$ cat src/rtl/vga_sync_generator.sv
// vga_sync_generator
//   Vertical half of the VGA timing pipeline. Takes the free-running
//   horizontal count and its end-of-line strobe from the upstream pixel
//   counter, tracks the vertical line with a four-phase state machine, and
//   emits registered sync, blanking, pixel coordinates and a frame-start
//   pulse.
//
//   Ports:
//     clk_25MHz         pixel clock (single clock domain)
//     reset             synchronous, active-high
//     H_Count_Value     horizontal count from the upstream counter
//     enable_V_Counter  end-of-line strobe, high alongside H_Count_Value = 0
//     hsync, vsync      sync outputs, active level set by SYNC_POL
//     video_on          output pixel is visible
//     pixel_x, pixel_y  visible pixel coordinates, 0 while blanked
//     frame_start       one-cycle pulse with pixel (0,0)
//     V_Count_Value     current vertical line
//     frame_count       frame counter
//
//   Build option:
//     VGA_FRAME_COUNT_EN  when defined, frame_count counts frame_start
//                         pulses (wrapping at 255); otherwise it is tied to 0.
module vga_sync_generator #(
  parameter int unsigned H_ACTIVE = 640,
  parameter int unsigned H_FP     = 16,
  parameter int unsigned H_SYNC   = 96,
  parameter int unsigned H_BP     = 48,
  parameter int unsigned V_ACTIVE = 480,
  parameter int unsigned V_FP     = 10,
  parameter int unsigned V_SYNC   = 2,
  parameter int unsigned V_BP     = 33,
  parameter bit          SYNC_POL = 1'b0
) (
  input  logic        clk_25MHz,
  input  logic        reset,
  input  logic [15:0] H_Count_Value,
  input  logic        enable_V_Counter,
  output logic        hsync,
  output logic        vsync,
  output logic        video_on,
  output logic [9:0]  pixel_x,
  output logic [9:0]  pixel_y,
  output logic        frame_start,
  output logic [15:0] V_Count_Value,
  output logic [7:0]  frame_count
);

  localparam logic [15:0] H_VIS_END = 16'(H_ACTIVE);
  localparam logic [15:0] HS_BEG    = 16'(H_ACTIVE + H_FP);
  localparam logic [15:0] HS_END    = 16'(H_ACTIVE + H_FP + H_SYNC);
  localparam logic [15:0] H_TOT     = 16'(H_ACTIVE + H_FP + H_SYNC + H_BP);

  localparam logic [15:0] V_VIS_END = 16'(V_ACTIVE);
  localparam logic [15:0] VS_BEG    = 16'(V_ACTIVE + V_FP);
  localparam logic [15:0] VS_END    = 16'(V_ACTIVE + V_FP + V_SYNC);
  localparam logic [15:0] V_LAST    = 16'(V_ACTIVE + V_FP + V_SYNC + V_BP - 1);

  localparam logic [1:0] V_ACT = 2'd0;
  localparam logic [1:0] V_FPO = 2'd1;
  localparam logic [1:0] V_SYN = 2'd2;
  localparam logic [1:0] V_BPO = 2'd3;

  logic [1:0]  v_state;
  logic [1:0]  v_state_nxt;
  logic [15:0] v_next;
  logic [15:0] v_eff;
  logic        h_vis;
  logic        h_sync_act;
  logic        vid_d;
  logic        fs_d;

  // Decode runs on the line the pixel belongs to: in the strobe cycle that is
  // already the next line, so h=0 is the first pixel of the new line.
  // v_state_nxt doubles as the state for v_eff, which drives vsync.
  always_comb begin
    v_next      = (V_Count_Value == V_LAST) ? '0 : V_Count_Value + 16'd1;
    v_eff       = enable_V_Counter ? v_next : V_Count_Value;
    v_state_nxt = v_state;
    if (enable_V_Counter) begin
      case (v_state)
        V_ACT: if (v_eff == V_VIS_END) v_state_nxt = V_FPO;
        V_FPO: if (v_eff == VS_BEG)    v_state_nxt = V_SYN;
        V_SYN: if (v_eff == VS_END)    v_state_nxt = V_BPO;
        V_BPO: if (v_eff == '0)        v_state_nxt = V_ACT;
      endcase
    end
    h_vis      = H_Count_Value < H_VIS_END;
    h_sync_act = (H_Count_Value >= HS_BEG) && (H_Count_Value < HS_END) &&
                 (H_Count_Value < H_TOT);
    vid_d      = h_vis && (v_eff < V_VIS_END);
    fs_d       = vid_d && (H_Count_Value == '0) && (v_eff == '0);
  end

  always_ff @(posedge clk_25MHz) begin
    if (reset) begin
      V_Count_Value <= V_LAST;
      v_state       <= V_BPO;
      hsync         <= ~SYNC_POL;
      vsync         <= ~SYNC_POL;
      video_on      <= 1'b0;
      pixel_x       <= '0;
      pixel_y       <= '0;
      frame_start   <= 1'b0;
    end else begin
      if (enable_V_Counter) V_Count_Value <= v_next;
      v_state     <= v_state_nxt;
      hsync       <= h_sync_act ? SYNC_POL : ~SYNC_POL;
      vsync       <= (v_state_nxt == V_SYN) ? SYNC_POL : ~SYNC_POL;
      video_on    <= vid_d;
      pixel_x     <= vid_d ? H_Count_Value[9:0] : '0;
      pixel_y     <= vid_d ? v_eff[9:0] : '0;
      frame_start <= fs_d;
    end
  end

`ifdef VGA_FRAME_COUNT_EN
  always_ff @(posedge clk_25MHz) begin
    if (reset)            frame_count <= '0;
    else if (frame_start) frame_count <= frame_count + 8'd1;
  end
`else
  assign frame_count = '0;
`endif

endmodule

$ cat config.mk
export PLATFORM = sky130hd
export DESIGN_NAME = vga_sync_generator
export DESIGN_NICKNAME = d
export VERILOG_FILES = /design/src/rtl/vga_sync_generator.sv
export SDC_FILE = /design/constraint.sdc
export NUM_CORES = 1
export LEC_CHECK = 0
export CORE_AREA = 4 4 89 58
export DETAILED_ROUTE_END_ITERATION = 6
export DIE_AREA = 0 0 93 62
export GPL_ROUTABILITY_DRIVEN = 0
export PLACE_DENSITY_LB_ADDON = 0.05
export REMOVE_ABC_BUFFERS = 1
export SLEW_MARGIN = 20
export SYNTH_ARGS = -nofsm -noshare
export SYNTH_HDL_FRONTEND = slang
export SYNTH_SLANG_ARGS = --single-unit
$ cat constraint.sdc
create_clock -name clk_25MHz -period 3.9 [get_ports clk_25MHz]
set_input_delay 0.78 -clock clk_25MHz [delete_from_list [all_inputs] [get_ports clk_25MHz]]
set_output_delay 0.78 -clock clk_25MHz [all_outputs]
set_load 0.05 [all_outputs]
Yosys cells after proc, flatten, opt, wreduce, memory -nomap -nowiden
Cells that the tools add are included.
{ "totals": {"ff_bits": 42, "input_bits": 19, "elab_cells": 42} }
{ "classes": {"n_addsub": 1, "order_cmp": 5, "eq_ne": 8, "mux": 10, "n_bitwise": 1, "reduce_logical": 9} }
{ "op_table": {"columns": ["cell", "count"], "rows": [
  ["equality test 16 x 9 -> 1 bit (second input constant)", 3],
  ["< comparator 16 x 10 -> 1 bit (second input constant)", 3],
  ["zero test 16 bit", 2],
  ["two-way mux 16 bit", 2],
  ["adder 16 x 1 -> 16 bit (second input constant)", 1],
  ["equality test 16 x 10 -> 1 bit (second input constant)", 1],
  ["greater-or-equal comparator 16 x 10 -> 1 bit (second input constant)", 1],
  ["< comparator 16 x 9 -> 1 bit (second input constant)", 1],
  ["two-way mux 2 bit", 5],
  ["case mux 2 bit (4 select lines)", 1],
  ["equality test 2 bit (second input constant)", 3],
  ["logical AND 1 bit", 5],
  ["equality test 2 x 1 -> 1 bit (second input constant)", 1],
  ["zero test 2 bit", 1],
  ["two-way mux 1 bit", 2],
  ["OR reduction 2 bit", 1],
  ["NOT 1 bit", 1]
]} }

Longest topological paths before layout
Gate-level depths: netlist of run 1.
{ "logic_depth": {"word_depth": 9, "depth_mapped": 12} }

Worst setup path before layout of run 1
OpenSTA, ideal clock, no wires.
{ "synth_path": {"kind": "register -> register", "from": "register V_Count_Value[1]", "to": "register v_state[0]", "arrival_ns": 2.507, "required_time_ns": 3.784, "setup_slack_ns": 1.278, "stages_incl_launch_ff": 9, "period_less_slack_ns": 2.622, "path_cell_list": "dfxtp_1 -> ha_1 -> nand2_1 -> nor2_1 -> xnor2_1 -> or2_1 -> nor4_2 -> nand3_1 -> a31o_1"} }
{ "synth_between": {"elab_chain_cells": 7, "word_cells_on_any_way": 14} }
{ "synth_rtl": {"columns": ["item", "line_no", "rtl"], "rows": [
  ["start, declared", "44", "output logic [15:0] V_Count_Value,"],
  ["start signal, assigned", "105", "if (enable_V_Counter) V_Count_Value <= v_next;"],
  ["adder 16 x 1 -> 16 bit or equality test 16 x 10 -> 1 bit (tied branches)", "76", "v_next = (V_Count_Value == V_LAST) ? '0 : V_Count_Value + 16'd1;"],
  ["two-way mux 16 bit", "76", null],
  ["two-way mux 16 bit (*)", null, null],
  ["equality test 16 x 9 -> 1 bit (tied with other cells)", "83", "V_SYN: if (v_eff == VS_END) v_state_nxt = V_BPO;"],
  ["two-way mux 2 bit, on equally long branches", null, null],
  ["case mux 2 bit (4 select lines) (*)", "80", "case (v_state)"],
  ["two-way mux 2 bit (*)", "79", "if (enable_V_Counter) begin"],
  ["end signal, assigned", "106", "v_state <= v_state_nxt;"],
  ["end, declared", "63", "logic [1:0] v_state;"]
]} }
Every way passes the cells marked *; elsewhere a longest branch is shown, timed or not.
A chain may end at the register's enable or synchronous reset.

Final worst setup path of run 1
{ "layout_path": {"from": "input enable_V_Counter", "to": "register pixel_x[3]"} }
{ "layout_between": {"elab_chain_cells": 5} }
{ "layout_rtl": {"columns": ["item", "line_no", "rtl"], "rows": [
  ["start, declared", "37", "input logic enable_V_Counter,"],
  ["two-way mux 16 bit", null, null],
  ["< comparator 16 x 9 -> 1 bit", "90", "vid_d = h_vis && (v_eff < V_VIS_END);"],
  ["logical AND 1 bit", "90", null],
  ["NOT 1 bit (no source line)", null, null],
  ["OR reduction 2 bit (no source line)", null, null],
  ["end signal, assigned", "110", "pixel_x <= vid_d ? H_Count_Value[9:0] : '0;"],
  ["end, declared", "41", "output logic [9:0] pixel_x,"]
]} }
Every way passes these cells.

==> impl_results.md, run 1 <==
* Peak ir drop on the vdd network at 321 uV
* Clock Sinks at 42
* Maximum buffer depth of the clock tree at 2
* Antenna diode count at 0
* HPWL Detailed at 3.79 mm
* Critical path fanouts, max at 12
* Pin count of the biggest net entering global routing at 21
* Path category of the worst min-delay check: reg -> reg
* Setup repair after global routing missed its margin: no
* Mean Syn Cell Area at 8.93 um2
* GR met2 Demand/Resource at 0.223
* Met1 track utilization from global routing at 0.296
* Cells after Synth at 229
* Area growth syn-to-layout at 33.3%
* Routed WL per cell at about 15 um
* Port Buf Inserts at 58
* Core Footprint at 4370 um2
* Critical path launch point type: input pin
* Hold Buf Count CTS at 0
* Max stage delay cell, worst path: sky130_fd_sc_hd__clkdlybuf4s50_1
* Number of placed I/O pins at 67
* Cts repair resizes at 0
* Number of CTS-inserted buffers at 5
* Required time at the endpoint of the critical path at 4.15 ns
* Total power divided by cell area at 381 nW/um2
* Post-synth top area cell: sky130_fd_sc_hd__dfxtp_1
* Slowest stage delay, CP at 0.73 ns
* Worst slew margin relative to its limit at 0.617
* Synthesized flop and latch total at 42
* Most common cell after layout, fill and taps aside: sky130_fd_sc_hd__clkdlybuf4s50_1
* First-pass GRT wire length at 8.05 mm
* Tcrit/Tclk final at 0.812
* Highest-count cells in the layout ignoring fill and taps: sky130_fd_sc_hd__clkdlybuf4s50_1 (58), sky130_fd_sc_hd__dfxtp_1 (42), sky130_fd_sc_hd__nor2_1 (30)
* GRT Max-Usage Layer: met1
* Final wirelength at between 5 and 6 mm
* Startpoint-to-endpoint class of the critical path: in -> reg
* Outcome: completed
* Netlist Area Pre-Place at 2050 um2
* Maximum clock rate at 316 MHz
* Later-pin clock latency in the skew report at 0.30 ns
* Clock tree skew after final layout at 0.00298 ns
* Num rows at 19
* Count of maximum capacitance violations at 0
* Vias at between 1500 and 2000
* CTS H-tree lvls at 2
* Post-route setup TNS at 0 ns
* Met3 GRT Util at 0.0445
* Number of slew-limit violations in the final report at 0
* # setup viols final at 0
* Count of nets left with antenna violations after detail routing at 0
* Initial antenna violation count at 0
* 1st-iter DRT viols at 92
* Biggest area contributors in the synthesized netlist: sky130_fd_sc_hd__dfxtp_1 (41%), sky130_fd_sc_hd__nor2_1 (5.5%), sky130_fd_sc_hd__xnor2_1 (3.4%)
* Number of global-route vias before repair at 1520
* Logic depth of the worst register-to-register path at 8
* Leakage at 0.997 nW
* Cell at the root of the clock tree: sky130_fd_sc_hd__clkbuf_8
* Die extent in x at ~93 um
* Starting density of the core at 0.468
* Post-synth top area share at 0.411
* TritonRoute pass-1 iters at 4
* Global Route Usage Sum at 0.182
* Main flop type after synthesis: sky130_fd_sc_hd__dfxtp_1
* TritonCTS clock tree: done
* Placed insts at roughly 340
* Slew @ Worst Pin at 0.574 ns
* Count of cell types in the netlist at 55
* Share of synthesized area occupied by flip-flops and latches at 0.411
* Arr. time, crit path at 3.42 ns
* List of cells traversed by the critical path: clkdlybuf4s50_1 > nand3_2 > nor4_4 > xnor2_1 > nand4bb_1 > a2bb2oi_4 > o211ai_4 > inv_2 > and2_1
* Final hold violations at 0
* Final layout net count at roughly 310
* Hold Crit Depth at 1
* Fraction of final layout cells with drive strength greater than 1 at 0.0944
* Detailed-route vias per instance at 5.09
* Total congestion overflow at 0
* Die footprint at 5770 um2
* Die boundary height at 62 um
* Clock transition at the registers of the reported paths at 0.08 ns
* Minimum clock period after layout at ~3.2 ns
* Non-filler cells in the finished layout at around 350
* Buffers inserted during post-CTS setup optimization at 0
* DRC violation count after routing at 0
* Type of element capturing the critical path: flip-flop
* Asr flop ratio synth at 0
* Post-synth EDFFs at 0
* Warnings, synthesis at 0
==> worst paths after layout <==
check | slack [ns] | start | to
setup / recovery | 0.73 | enable_V_Counter | pixel_x[3]$_SDFF_PP0_
hold / removal | 0.55 | v_state[0]$_SDFF_PP1_ | v_state[0]$_SDFF_PP1_
setup reg to reg | 1.17 | V_Count_Value[0]$_SDFF_PP0_ | v_state[0]$_SDFF_PP1_
hold reg to reg | 0.55 | v_state[0]$_SDFF_PP1_ | v_state[0]$_SDFF_PP1_
==> worst max-delay path, delay by kind of cell <==
kind                      cells  cell delay (ns)
and+or+nand+nor               4             1.06
xor gates and xnor gates      1             0.20
buffers and inverters         2             0.93
AOI/OAI and AO/OA             2             0.45
==> metal layers <==
| metal | share of wire | wire length [um] |
|---|---|---|
| met1 | 0.54 | 2760 |
| met4 | 0.012 | 59 |
| met2 | 0.37 | 1880 |
| met3 | 0.072 | 364 |
| met5 | 0 | 0 |
==> layout make-up <==
class                   count  area (um2)
multi-input cells         169        1090
clock buffers               5        68.8
fillers                   410        1650
inverters                   7        26.3
flip-flops and latches     42         841
clock inverters             3        23.8
repair buffers             60         596
well taps                  63        78.8
==> Yosys cell counts, types with 2 or more instances <==
library cell	number
sky130_fd_sc_hd__a21oi_1	4
sky130_fd_sc_hd__clkbuf_1	6
sky130_fd_sc_hd__and3_1	4
sky130_fd_sc_hd__ha_1	2
sky130_fd_sc_hd__mux2_2	2
sky130_fd_sc_hd__o22ai_1	2
sky130_fd_sc_hd__inv_1	6
sky130_fd_sc_hd__xnor2_1	8
sky130_fd_sc_hd__nand4_1	5
sky130_fd_sc_hd__o21ai_0	5
sky130_fd_sc_hd__nand3_2	2
sky130_fd_sc_hd__buf_2	2
sky130_fd_sc_hd__nand3_1	11
sky130_fd_sc_hd__a41o_1	2
sky130_fd_sc_hd__xor2_1	6
sky130_fd_sc_hd__buf_4	9
sky130_fd_sc_hd__nand2b_1	4
sky130_fd_sc_hd__nand2_1	15
sky130_fd_sc_hd__nor3_1	12
sky130_fd_sc_hd__nor2_1	30
sky130_fd_sc_hd__dfxtp_1	42
sky130_fd_sc_hd__and2_1	11
sky130_fd_sc_hd__nor4_1	6
sky130_fd_sc_hd__a31o_1	2
==> report_power, final <==
group / switching (mW) / internal (mW)
registers: 0.0312 / 0.440
clock network: 0.167 / 0.128
logic: 0.163 / 0.110
total: 0.361 / 0.678
==> cells by family after synthesis <==
family	count (synthesis)	synth area share
AOI/OAI and AO/OA	26	0.108
DFF	42	0.411
other	1	0.00183
and+or+nand+nor	114	0.316
muxes	4	0.0214
adders and majority gates	2	0.0122
buffers and inverters	26	0.0697
xor gates and xnor gates	14	0.0599
==> metrics by stage <==
step	power (mW)	hold slack [ns]	utilization	worst slack (ns)	cell area, um2
6_report	1.04	0.548	0.623	0.734	2730
5_1_grt	1.09	0.594	0.623	0.553	2730
4_1_cts	1.04	0.547	0.623	0.745	2730
3_5_place_dp	0.750	0.519	0.602	0.445	2630
3_3_place_gp	0.750	0.519	0.602	0.467	2630
2_1_floorplan	0.660	0.485	-	1.28	1960
==> registers in the layout, summed over array words and instances, names as in the netlist <==
signal         count
vsync              1
v_state            2
video_on           1
V_Count_Value     16
frame_start        1
pixel_y           10
hsync              1
pixel_x           10
(Power assumes the default switching activity.)
==> inputs of run 2 (changes only) <==
--- a/config.mk
+++ b/config.mk
@@ -5,9 +5,9 @@
 export SDC_FILE = /design/constraint.sdc
 export NUM_CORES = 1
 export LEC_CHECK = 0
-export CORE_AREA = 4 4 89 58
+export CORE_AREA = 4 4 92 59
 export DETAILED_ROUTE_END_ITERATION = 6
-export DIE_AREA = 0 0 93 62
+export DIE_AREA = 0 0 96 63
 export GPL_ROUTABILITY_DRIVEN = 0
 export PLACE_DENSITY_LB_ADDON = 0.05
 export REMOVE_ABC_BUFFERS = 1
==> constraint.sdc (replaced) <==
create_clock -name clk_25MHz -period 2.95 [get_ports clk_25MHz]
set_input_delay 0.59 -clock clk_25MHz [delete_from_list [all_inputs] [get_ports clk_25MHz]]
set_output_delay 0.59 -clock clk_25MHz [all_outputs]
set_load 0.05 [all_outputs]
==> impl_results.md, run 2 (synthesis results as in run 1) <==
* Outcome: completed
* Initial antenna violation count at 0 (unchanged)
* Final core utilization at 0.621 (-0.00218)
* TritonRoute pass-1 iters at 4 (unchanged)
* Minimum clock period after layout at ~2.6 ns
* Area growth syn-to-layout at 37.9%
* Family with the most delay on the worst path: simple AND/OR/NAND/NOR gates
* Tcrit/Tclk final at 0.871
* Most common cell after layout, fill and taps aside: sky130_fd_sc_hd__clkdlybuf4s50_1
* Die boundary height at 63 um (+1.6%)
* Slowest stage delay, CP at 0.51 ns (-0.22 ns)
* Final wirelength at 5.37 mm (+6.0%)
* Cell at the root of the clock tree: sky130_fd_sc_hd__clkbuf_8
* Detailed-route vias per instance at 4.98 (-2.0%)
* Clock Sinks at 42 (unchanged)
* Setup WS post-layout at 0.380 ns (-0.354 ns)
* Total power divided by cell area at 495 nW/um2 (+30%)
* Antenna diode count at 0 (unchanged)
* Clock transition at the registers of the reported paths at 0.09 ns (about the same)
* Count of maximum capacitance violations at 0 (unchanged)
* Later-pin clock latency in the skew report at 0.30 ns (about the same)
* Global Route Usage Sum at 0.182 (+0.000483)
* Hold Buf Count CTS at 0 (unchanged)
* Arr. time, crit path at 2.82 ns (-0.60 ns)
* Worst Setup EP: pixel_x[5]$_SDFF_PP0_
* Pin count of the biggest net entering global routing at 20 (-4.8%)
* Worst setup startpoint: enable_V_Counter
* Critical R2R Launch: V_Count_Value[1]$_SDFF_PP0_
* HPWL Detailed at 4.16 mm (+10%)
* Maximum buffer depth of the clock tree at 2 (unchanged)
* First-pass GRT wire length at 8.50 mm (+5.6%)
* Number of flip-flops under the largest register name at 16 (unchanged)
* Starting density of the core at 0.451 (-0.0171)
* Critical path fanouts, max at 12 (unchanged)
* Top Registers: V_Count_Value (16), pixel_x (10), pixel_y (10)
* R2R Path End: v_state[1]$_SDFF_PP1_
* Startpoint-to-endpoint class of the critical path: in -> reg
* Peak ir drop on the vdd network at 297 uV (-7.7%)
* Routed WL per cell at 14.9 um (+2.4%)
* Setup slack of the most critical reg-to-reg path at 0.44 ns (-0.73 ns)
* Top metal layer carrying routed signals: met4
* Slew @ Worst Pin at 0.529 ns (-0.0443 ns)
* # setup viols final at 0 (unchanged)
* Number of slew-limit violations in the final report at 0 (unchanged)
* List of cells traversed by the critical path: clkdlybuf4s50_1 > nand3_2 > nor4_4 > xnor2_1 > nand4bb_1 > a2bb2oi_4 > o211ai_4 > inv_2 > and2_1
* Logic depth of the worst register-to-register path at 9 (+1)
* Met3 routed WL at 388 um (+6.6%)
* Worst hold slack at 0.533 ns (-0.0155 ns)
* Max stage delay cell, worst path: sky130_fd_sc_hd__clkdlybuf4s50_1
* Wire length on met1 at 2.88 mm (+4.2%)
* TritonCTS clock tree: done
* Number of placed I/O pins at 67 (unchanged)
* Count of nets left with antenna violations after detail routing at 0 (unchanged)
* Post-route setup TNS at 0 ns (unchanged)
* Path category of the worst min-delay check: reg -> reg
* Highest-count cells in the layout ignoring fill and taps: sky130_fd_sc_hd__clkdlybuf4s50_1 (58), sky130_fd_sc_hd__dfxtp_1 (42), sky130_fd_sc_hd__nor2_1 (30)
* Fraction of final layout cells with drive strength greater than 1 at 0.134 (+0.0398)
* Core Footprint at 4540 um2 (+3.8%)
* Final hold violations at 0 (unchanged)
* Maximum clock rate at just under 400 MHz
* Leakage at 1.05 nW (+5.5%)
* Number of global-route vias before repair at 1620 (+6.6%)
* Setup WS pre-CTS at 0.0628 ns (-0.382 ns)
* Critical path launch point type: input pin
* Buffer and inverter count on the worst path at 2 (unchanged)
* Overall power after layout at 1.40 mW (+34%)
* Vias at 1799 (+1.4%)
* Worst slew margin relative to its limit at 0.646 (+0.0290)
* Largest reg by FF count: V_Count_Value
* Num rows at 19 (unchanged)
* Levels on crit path at 9 (unchanged)
* Number of CTS-inserted buffers at 5 (unchanged)
* CTS H-tree lvls at 2 (unchanged)
* Total congestion overflow at 0 (unchanged)
* Final layout net count at 318 (+3.9%)
* Required time at the endpoint of the critical path at 3.20 ns (-0.95 ns)
* Die footprint at 6050 um2 (+4.9%)
* 1st-iter DRT viols at 130 (+41%)
* DRC violation count after routing at 0 (unchanged)
* Routed length on met2 at 2.08 mm (+10%)
* Die extent in x at 96 um (+3.2%)
* Setup repair after global routing missed its margin: no
* Clock tree skew after final layout at 0.00528 ns (+0.00230 ns)
* Type of element capturing the critical path: flip-flop
* Port Buf Inserts at 58 (unchanged)
==> run 2: cell count changes in the layout (fill, tap and decap cells not counted), sizes merged <==
cell	delta
buf	+12
==> run 2: worst min path at each step <==
| stage | start | endpoint | slack, ns | cells past startpoint |
|---|---|---|---|---|
| 6_report | v_state[0]$_SDFF_PP1_ | v_state[0]$_SDFF_PP1_ | 0.53 | 1 |
| 5_1_grt | v_state[0]$_SDFF_PP1_ | v_state[0]$_SDFF_PP1_ | 0.57 | 1 |
| 4_1_cts | v_state[0]$_SDFF_PP1_ | v_state[0]$_SDFF_PP1_ | 0.53 | 1 |
| 3_5_place_dp | v_state[0]$_SDFF_PP1_ | v_state[0]$_SDFF_PP1_ | 0.51 | 1 |
| 3_3_place_gp | v_state[0]$_SDFF_PP1_ | v_state[0]$_SDFF_PP1_ | 0.51 | 1 |
| 2_1_floorplan | v_state[0]$_SDFF_PP1_ | v_state[0]$_SDFF_PP1_ | 0.49 | 1 |
==> run 2: cell type report <==
cell class,instances,area [um2]
Sequential cell,42,841
Multi-Input combinational cell,169,1100
Fill cell,410,1720
Tap cell,63,78.8
Clock inverter,3,23.8
Clock buffer,5,68.8
Inverter,7,26.3
Timing Repair Buffer,72,686
==> run 2: report_power, final <==
group	internal [mW]	total (mW)	switching, mW	leakage, nW
combinational	0.160	0.399	0.239	0.672
sequential	0.582	0.607	0.0258	0.340
clock	0.169	0.390	0.221	0.0408
total	0.911	1.40	0.486	1.05
==> run 2: timing repair <==
| item | 4_1_cts | 5_1_grt |
|---|---|---|
| setup buffers | 0 | 0 |
| setup endpoints to repair | 0 | 1 |
| resized for setup | 0 | 1 |
==> run 2: stage by stage <==
| stage | cells | area (um2) |
|---|---|---|
| after floorplan | 218 | 1960 |
| after global placement | 353 | 2720 |
| after detailed placement | 353 | 2720 |
| after CTS | 361 | 2820 |
| after global routing | 361 | 2820 |
| final | 361 | 2820 |
==> run 2: routing by layer <==
metal | vias up | track usage
met5 | - | 0
met3 | 4 | 0.0517
met4 | 0 | 0.0390
met2 | 62 | 0.227
met1 | 820 | 0.298
li1 | 913 | -
